### src/rtl/mux_arbiter_pkg.sv
// Shared encodings for the two-channel arbitrating multiplexer.
package mux_arbiter_pkg;

    typedef enum logic {
        CH0 = 1'b0,
        CH1 = 1'b1
    } ch_e;

    typedef enum logic {
        EMPTY = 1'b0,
        FULL  = 1'b1
    } state_e;

    // Channel that was not served; receives priority after an acceptance.
    function automatic ch_e other_ch(input ch_e ch);
        return (ch == CH0) ? CH1 : CH0;
    endfunction

endpackage

### src/rtl/mux_arbiter_rr_grant2.sv
// Two-requester grant: sole requester wins, ties go to the priority holder.
module rr_grant2
    import mux_arbiter_pkg::*;
(
    input  logic valid0,
    input  logic valid1,
    input  ch_e  pri,
    output logic gnt_valid_c,
    output ch_e  gnt_idx_c
);

    // Combinational grant decision
    always_comb begin
        gnt_valid_c = valid0 | valid1;
        gnt_idx_c   = CH0;
        if (valid0 && valid1) begin
            gnt_idx_c = pri;
        end else if (valid1) begin
            gnt_idx_c = CH1;
        end
    end

endmodule

### src/rtl/mux_arbiter.sv
// Two-channel arbitrating multiplexer with a single registered output slot.
module mux_arbiter
    import mux_arbiter_pkg::*;
#(
    parameter int unsigned WIDTH    = 1,
    parameter int unsigned INIT_PRI = 0
) (
    input  logic             clk,
    input  logic             rst,
    input  logic             in0_valid,
    input  logic [WIDTH-1:0] in0_data,
    output logic             in0_ready,
    input  logic             in1_valid,
    input  logic [WIDTH-1:0] in1_data,
    output logic             in1_ready,
    output logic             out_valid,
    output logic [WIDTH-1:0] out_data,
    output logic             out_sel,
    input  logic             out_ready
);

    localparam ch_e RST_PRI = ch_e'(1'(INIT_PRI));

    state_e           state_q, state_d;
    logic [WIDTH-1:0] data_q,  data_d;
    ch_e              sel_q,   sel_d;
    ch_e              pri_q,   pri_d;

    logic gnt_valid_c;
    ch_e  gnt_idx_c;
    logic can_load_c;
    logic accept_c;

    rr_grant2 u_grant (
        .valid0      (in0_valid),
        .valid1      (in1_valid),
        .pri         (pri_q),
        .gnt_valid_c (gnt_valid_c),
        .gnt_idx_c   (gnt_idx_c)
    );

    // Slot can take a word when empty or being drained this cycle
    assign can_load_c = (state_q == EMPTY) | out_ready;
    assign accept_c   = ~rst & can_load_c & gnt_valid_c;

    assign in0_ready = accept_c & (gnt_idx_c == CH0);
    assign in1_ready = accept_c & (gnt_idx_c == CH1);

    assign out_valid = (state_q == FULL);
    assign out_data  = data_q;
    assign out_sel   = sel_q;

    // Next-state, payload and priority update
    always_comb begin
        state_d = state_q;
        data_d  = data_q;
        sel_d   = sel_q;
        pri_d   = pri_q;
        if (accept_c) begin
            state_d = FULL;
            data_d  = (gnt_idx_c == CH1) ? in1_data : in0_data;
            sel_d   = gnt_idx_c;
            pri_d   = other_ch(gnt_idx_c);
        end else if ((state_q == FULL) && out_ready) begin
            state_d = EMPTY;
        end
    end

    // State, output slot and priority registers
    always_ff @(posedge clk) begin
        if (rst) begin
            state_q <= EMPTY;
            data_q  <= '0;
            sel_q   <= CH0;
            pri_q   <= RST_PRI;
        end else begin
            state_q <= state_d;
            data_q  <= data_d;
            sel_q   <= sel_d;
            pri_q   <= pri_d;
        end
    end

endmodule

### config.mk
export PLATFORM = sky130hd
export DESIGN_NAME = mux_arbiter
export DESIGN_NICKNAME = d
export VERILOG_FILES = /design/src/rtl/mux_arbiter_pkg.sv /design/src/rtl/mux_arbiter_rr_grant2.sv /design/src/rtl/mux_arbiter.sv
export SDC_FILE = /design/constraint.sdc
export NUM_CORES = 1
export LEC_CHECK = 0
export ABC_AREA = 1
export CORE_AREA = 5 5 42 44
export CTS_CLUSTER_SIZE = 16
export DETAILED_ROUTE_END_ITERATION = 10
export DIE_AREA = 0 0 47 49
export GPL_TIMING_DRIVEN = 0
export SETUP_SLACK_MARGIN = 0.05
export SYNTH_ARGS = -nofsm -noshare
export SYNTH_HDL_FRONTEND = slang
export SYNTH_SLANG_ARGS = --single-unit
### constraint.sdc
create_clock -name clk -period 2.7 [get_ports clk]
set_clock_uncertainty 0.15 [all_clocks]
set_input_delay 0.27 -clock clk [delete_from_list [all_inputs] [get_ports clk]]
set_output_delay 0.27 -clock clk [all_outputs]
set_load 0.005 [all_outputs]
==> results.md, run 1 <==
- DRC violations left: 0
- Cell area after synthesis: 188 µm²
- Arrival time of data at the critical path endpoint: 1.68 ns
- Seq cells post-synth: 4
- TritonRoute pass-1 iters: 1
- Global-route wire length before repair: 841 µm
- Die Footprint: 2300 µm²
- Worst Setup End Kind: output port
- Initial drt markers: 0
- Setup CP Type: in2out
- Die H: 49 µm
- Via count of the first global-routing pass: 221
- Synth Area per Inst: 6.47 µm²
- Register area: 80.1 µm²
- Transition time at the pin with the least slew margin: 0.190 ns
- Gpl congestion: 0.635
- IR drop worst, VDD: 0.122 mV
- Worst reg2reg path endpoint: out_data
- Netlist cell types: 9
- Headroom to the max-slew limit: 87.3%
- Worst Reg2Reg Path Length in Cells: 7
- Fin. Hold Viols: 0
- Ratio of routed vias to standard cells: 3.63
- Fmax: 476 MHz
- Final Cycle Share: 77.8%
- CTS clk-pin slew, worst paths: 0.03 ns
- Clock latency at the later pin of the worst-skew pair: 0.22 ns
- Boundary pin count: 12
- Setup repair after global routing missed its margin: no
- Crit start category: input pin
- Vias post-DR: 214
- Count of fill cells added during filler insertion: 167
- Hold Buf Count CTS: 0
- CTS resizes: 0
- Cell breakdown of the critical path: clkdlybuf4s50_1 > nor2_1 > nor2_2 > nand2_2 > inv_2 > nand2_2 > inv_1 > clkdlybuf4s50_1
- Overall die width: 47 µm
- Fraction of the yosys area taken by sequential cells: 42.7%
- Layout cell share with drive strength beyond 1: 16.3%
- Data required time at the worst endpoint: 2.28 ns
- Count of nets left with antenna violations after detail routing: 0
- Largest net degree at the start of global routing: 6
- Setup TNS: 0 ns
- Number of clock sinks: 4
- Run status: completed
- Leakage power summed over all cells: 0.156 nW
- DP Cell Count: 56
- Non-filler instance count after layout: 59
- H-tree levels: 1
- Post-layout min period: 2.10 ns
- Max-slew violation count: 0
- Worst R2R Start: pri_q
- Synthesis Warnings: 0
- Library cell used as clock root buffer: sky130_fd_sc_hd__clkbuf_4
- Final Routed Wirelength: 469 µm
- Area occupied by multi-input gates: 88.8 µm²
- R2R setup slack: 1.70 ns
- Highest net fanout along the worst path: 5
- Effective utilization at floorplan: 13.4%
- Source of the worst hold timing path: pri_q
- Layout area overhead: 81.3%
- Cell with the biggest individual delay on the critical path: sky130_fd_sc_hd__clkdlybuf4s50_1
- Global-route congestion overflow total: 0
- Endpoint, Worst Hold: pri_q
- # Max-Cap Violations: 0
- TritonCTS clock tree: built
- ANT cells: 0
- Average detailed-routed wire length per instance: 7.95 µm
- Number of CTS-inserted buffers: 3
- Placed wire-length estimate: 399 µm
- Count of standard-cell rows: 14
- Synthesized netlist net count: 36
- Crit-path max cell delay: 0.50 ns
- Placeable core region: 1400 µm²
- Global routing usage summed across all routing layers: 5.20%
- Layout net count: 52
- Worst min path class: reg2reg
- Initial antenna violation count: 0
- Number of instances in the synthesized netlist: 29
- Count of input and output buffers: 11
- Total setup buffers inserted after CTS: 0
- Total of endpoints with negative setup slack in the final report: 0
- Leading cell types in the layout, fill and taps excluded: 11 x sky130_fd_sc_hd__clkdlybuf4s50_1, 10 x sky130_fd_sc_hd__nand2_1, 4 x sky130_fd_sc_hd__inv_1, 4 x sky130_fd_sc_hd__a21oi_1, 4 x sky130_fd_sc_hd__dfxtp_1
- Power density over the cells: 497 nW/µm²
- Hold Path Depth: 2
- Most common cell after layout, fill and taps aside: sky130_fd_sc_hd__clkdlybuf4s50_1
- Worst-case clock buffer depth: 2
per-layer routing:
| layer | global-route usage (%) | part of all wire, % |
|---|---|---|
| met4 | 2.76 | 0 |
| met3 | 3.69 | 11 |
| met5 | 0 | 0 |
| met2 | 7.47 | 52 |
| met1 | 5.47 | 36 |
area by class of cell:
cell class	count	area share, %
clock buffers	3	6.62
flip-flops and latches	4	23.5
repair buffers	11	32.4
inverters	5	5.51
well taps	16	5.88
multi-input cells	20	26.1
where the power goes:
group	switching, W	leakage, nW	internal (W)	total [W]
registers	0.00000180	0.0330	0.0000632	0.0000650
clock network	0.0000210	0.0138	0.0000495	0.0000705
logic	0.0000138	0.110	0.0000198	0.0000336
total	0.0000366	0.156	0.000132	0.000169
cell usage after synthesis (all sizes together):
| cell type | n | area share [%] |
|---|---|---|
| nand2 | 12 | 27 |
| inv | 5 | 10 |
| a21oi | 4 | 11 |
| dfxtp | 4 | 43 |
| nor2 | 3 | 7.3 |
| nand3 | 1 | 2.7 |
kinds of logic after synthesis:
family / after synthesis / synth area share (%)
flip-flops: 4 / 42.7
AO/OA/AOI/OAI: 4 / 10.7
buffers and inverters: 5 / 10.0
AND/OR/NAND/NOR: 16 / 36.7
metrics by stage:
stage	setup WS (ns)	cell area, µm²	hold slack, ns	utilization (%)	total power (W)
after floorplan	1.60	188	0.189	-	0.0000793
after global placement	0.588	318	0.306	22.7	0.0000998
after detailed placement	0.590	318	0.306	22.7	0.000100
after CTS	0.585	340	0.312	24.3	0.000174
after global routing	0.476	340	0.344	24.3	0.000185
final	0.599	340	0.308	24.3	0.000169
registers in the layout, indices dropped and copies added (netlist names):
name       cells
out_valid      1
out_data       1
out_sel        1
pri_q          1
critical path, delay by kind of cell:
family                 cells  cell delay (ns)
and+or+nand+nor            4             0.31
buffers and inverters      4             1.11
worst max-delay path by stage:
stage / end / startpoint / slack [ns] / depth (start not counted)
floorplan: in1_ready / in1_valid / 1.60 / 6
global placement: in1_ready / in1_valid / 0.59 / 8
detailed placement: in1_ready / in1_valid / 0.59 / 8
CTS: in1_ready / in1_valid / 0.59 / 8
global route: in1_ready / in1_valid / 0.48 / 8
finish: in1_ready / in1_valid / 0.60 / 8
(Power assumes the default switching activity.)
==> run 2, diff against run 1 <==
==> constraint.sdc (replaced) <==
create_clock -name clk -period 1.8 [get_ports clk]
set_clock_uncertainty 0.15 [all_clocks]
set_input_delay 0.18 -clock clk [delete_from_list [all_inputs] [get_ports clk]]
set_output_delay 0.18 -clock clk [all_outputs]
set_load 0.005 [all_outputs]
==> run 2 against run 1 <==
Against the previous run: setup slack got worse by 0.43 ns; worst hold slack got worse by 0.10 ns; combinational power increased by 49%; first-iteration DRC count increased by 1; critical path depth unchanged; register-to-register slack got worse by 0.93 ns; final cell count increased by 1.7%; critical path type unchanged; largest cell class unchanged.
==> results.md, run 2 (synthesis gave the netlist of run 1 again) <==
- Run status: completed
- Setup repair after global routing missed its margin: no
- Crit start category: input pin
- Number of CTS-inserted buffers: 3 (unchanged)
- Global-route wire length before repair: 841 µm (unchanged)
- Boundary pin count: 12 (unchanged)
- Highest net fanout along the worst path: 4 (-1)
- Effective utilization at floorplan: 13.4% (unchanged)
- Max-slew violation count: 0 (unchanged)
- Worst Reg2Reg Path Length in Cells: 5 (-2)
- Die H: 49 µm (unchanged)
- # Max-Cap Violations: 0 (unchanged)
- Final Routed Wirelength: 475 µm (+1.3%)
- Average detailed-routed wire length per instance: 7.92 µm (-0.41%)
- Total power consumption of the routed design: 0.000253 W (+50%)
- Hold Buf Count CTS: 0 (unchanged)
- Global routing usage summed across all routing layers: 5.20% (unchanged)
- Hold Path Depth: 2 (unchanged)
- Final Cycle Share: 90.9%
- Via count of the first global-routing pass: 221 (unchanged)
- Layout area overhead: 84.0%
- Total of endpoints with negative setup slack in the final report: 0 (unchanged)
- Placed wire-length estimate: 399 µm (unchanged)
- Die Footprint: 2300 µm² (unchanged)
- DP Cell Count: 56 (unchanged)
- Initial drt markers: 1 (+1)
- Number of clock sinks: 4 (unchanged)
- Most common cell after layout, fill and taps aside: sky130_fd_sc_hd__nand2_1
- Setup CP Type: in2out
- H-tree levels: 1 (unchanged)
- CTS clk-pin slew, worst paths: 0.03 ns (about the same)
- DRC violations left: 0 (unchanged)
- Clock latency at the later pin of the worst-skew pair: 0.22 ns (about the same)
- Count of input and output buffers: 11 (unchanged)
- IR drop worst, VDD: 0.181 mV (+49%)
- Headroom to the max-slew limit: 87.7% (+0.36 points)
- Leakage power summed over all cells: 0.171 nW (+9.6%)
- Crit-path max cell delay: 0.42 ns (-0.08 ns)
- TritonRoute pass-1 iters: 4 (+3)
- Worst-case clock buffer depth: 2 (unchanged)
- TritonCTS clock tree: built
- Worst Setup End Kind: output port
- Largest net degree at the start of global routing: 6 (unchanged)
- Ratio of routed vias to standard cells: 3.70 (+2.0%)
- Placeable core region: 1400 µm² (unchanged)
- Leading cell types in the layout, fill and taps excluded: 9 x sky130_fd_sc_hd__nand2_1, 7 x sky130_fd_sc_hd__clkdlybuf4s50_1
- Non-filler instance count after layout: 60 (+1.7%)
- Cell with the biggest individual delay on the critical path: sky130_fd_sc_hd__clkdlybuf4s50_1
- Layout net count: 53 (+1.9%)
- Library cell used as clock root buffer: sky130_fd_sc_hd__clkbuf_4
- Fmax: 611 MHz
- Worst min path class: in2reg
- Minimum setup slack after placement: -0.130 ns (-0.720 ns)
- Global-route congestion overflow total: 0 (unchanged)
- Count of standard-cell rows: 14 (unchanged)
- Gpl congestion: 0.635 (unchanged)
- Transition time at the pin with the least slew margin: 0.185 ns (-0.00477 ns)
- Cell seen most often among critical-path stages: sky130_fd_sc_hd__nand2_2
- Data required time at the worst endpoint: 1.47 ns (-0.81 ns)
- Overall die width: 47 µm (unchanged)
- Count of nets left with antenna violations after detail routing: 0 (unchanged)
- Worst setup margin: 0.164 ns (-0.435 ns)
- Vias post-DR: 222 (+3.7%)
- Fin. Hold Viols: 0 (unchanged)
- Initial antenna violation count: 0 (unchanged)
- Cell breakdown of the critical path: clkdlybuf4s50_1 > nor2_1 > nor2_2 > nand2_2 > inv_2 > nand2_2 > inv_1 > dlygate4sd2_1
- Post-layout min period: 1.64 ns
- ANT cells: 0 (unchanged)
- Power density over the cells: 733 nW/µm² (+48%)
- Layout cell share with drive strength beyond 1: 20.5% (+4.2 points)
- Arrival time of data at the critical path endpoint: 1.31 ns (-0.37 ns)
## run 2: cell count changes in the layout (fill, tap and decap cells not counted)
cell and delta:
sky130_fd_sc_hd__nand2_1 -1, sky130_fd_sc_hd__nand2_2 +1, sky130_fd_sc_hd__buf_4 +1, sky130_fd_sc_hd__dlygate4sd2_1 +4
sky130_fd_sc_hd__clkdlybuf4s50_1 -4
## run 2: critical path: cells and delay by family
| family | cells | cell delay [ns] |
|---|---|---|
| AND/OR/NAND/NOR | 4 | 0.38 |
| buffers and inverters | 4 | 0.75 |
## run 2: stage by stage
step	utilization [%]	instance area, µm²	setup TNS [ns]	hold slack (ns)
detailed placement	22.7	318	-0.219	0.306
finish	24.6	345	0	0.209
floorplan	-	188	0	0.0991
global route	24.6	345	0	0.212
global placement	22.7	318	-0.216	0.306
CTS	24.6	345	0	0.206
## run 2: path summary, 6_finish.rpt
check / startpoint / endpoint / slack, ns
worst max-delay path: in0_valid / in1_ready / 0.16
worst max register to register: out_valid / out_data / 0.77
worst min-delay path: rst / pri_q / 0.21
worst min register to register: pri_q / pri_q / 0.31
## run 2: cell type report
class / count / area [µm²]
Fill cell: 170 / 1060
Multi-Input combinational cell: 20 / 91.3
Tap cell: 16 / 20.0
Timing Repair Buffer: 12 / 113
Clock buffer: 3 / 22.5
Sequential cell: 4 / 80.1
Inverter: 5 / 18.8
## run 2: routing by layer
| layer | part of all wire, % | routed length, µm | up-vias | global-route usage (%) |
|---|---|---|---|---|
| li1 | - | - | 117 | - |
| met1 | 34 | 161 | 100 | 5.47 |
| met2 | 53 | 252 | 5 | 7.47 |
| met3 | 13 | 61 | 0 | 3.69 |
| met4 | 0 | 0 | 0 | 2.76 |
| met5 | 0 | 0 | - | 0 |
## run 2: power breakdown
part	switching, W	internal (W)	total, W
Combinational	0.0000216	0.0000285	0.0000501
Clock	0.0000315	0.0000742	0.000106
Sequential	0.00000271	0.0000948	0.0000975
## run 2: timing repair
item | 4_1_cts | 5_1_grt
hold endpoints to repair | 0 | 0
endpoints found under the setup margin | 2 | 0
gates resized for setup | 5 | 0
buffers inserted | 1 | 0
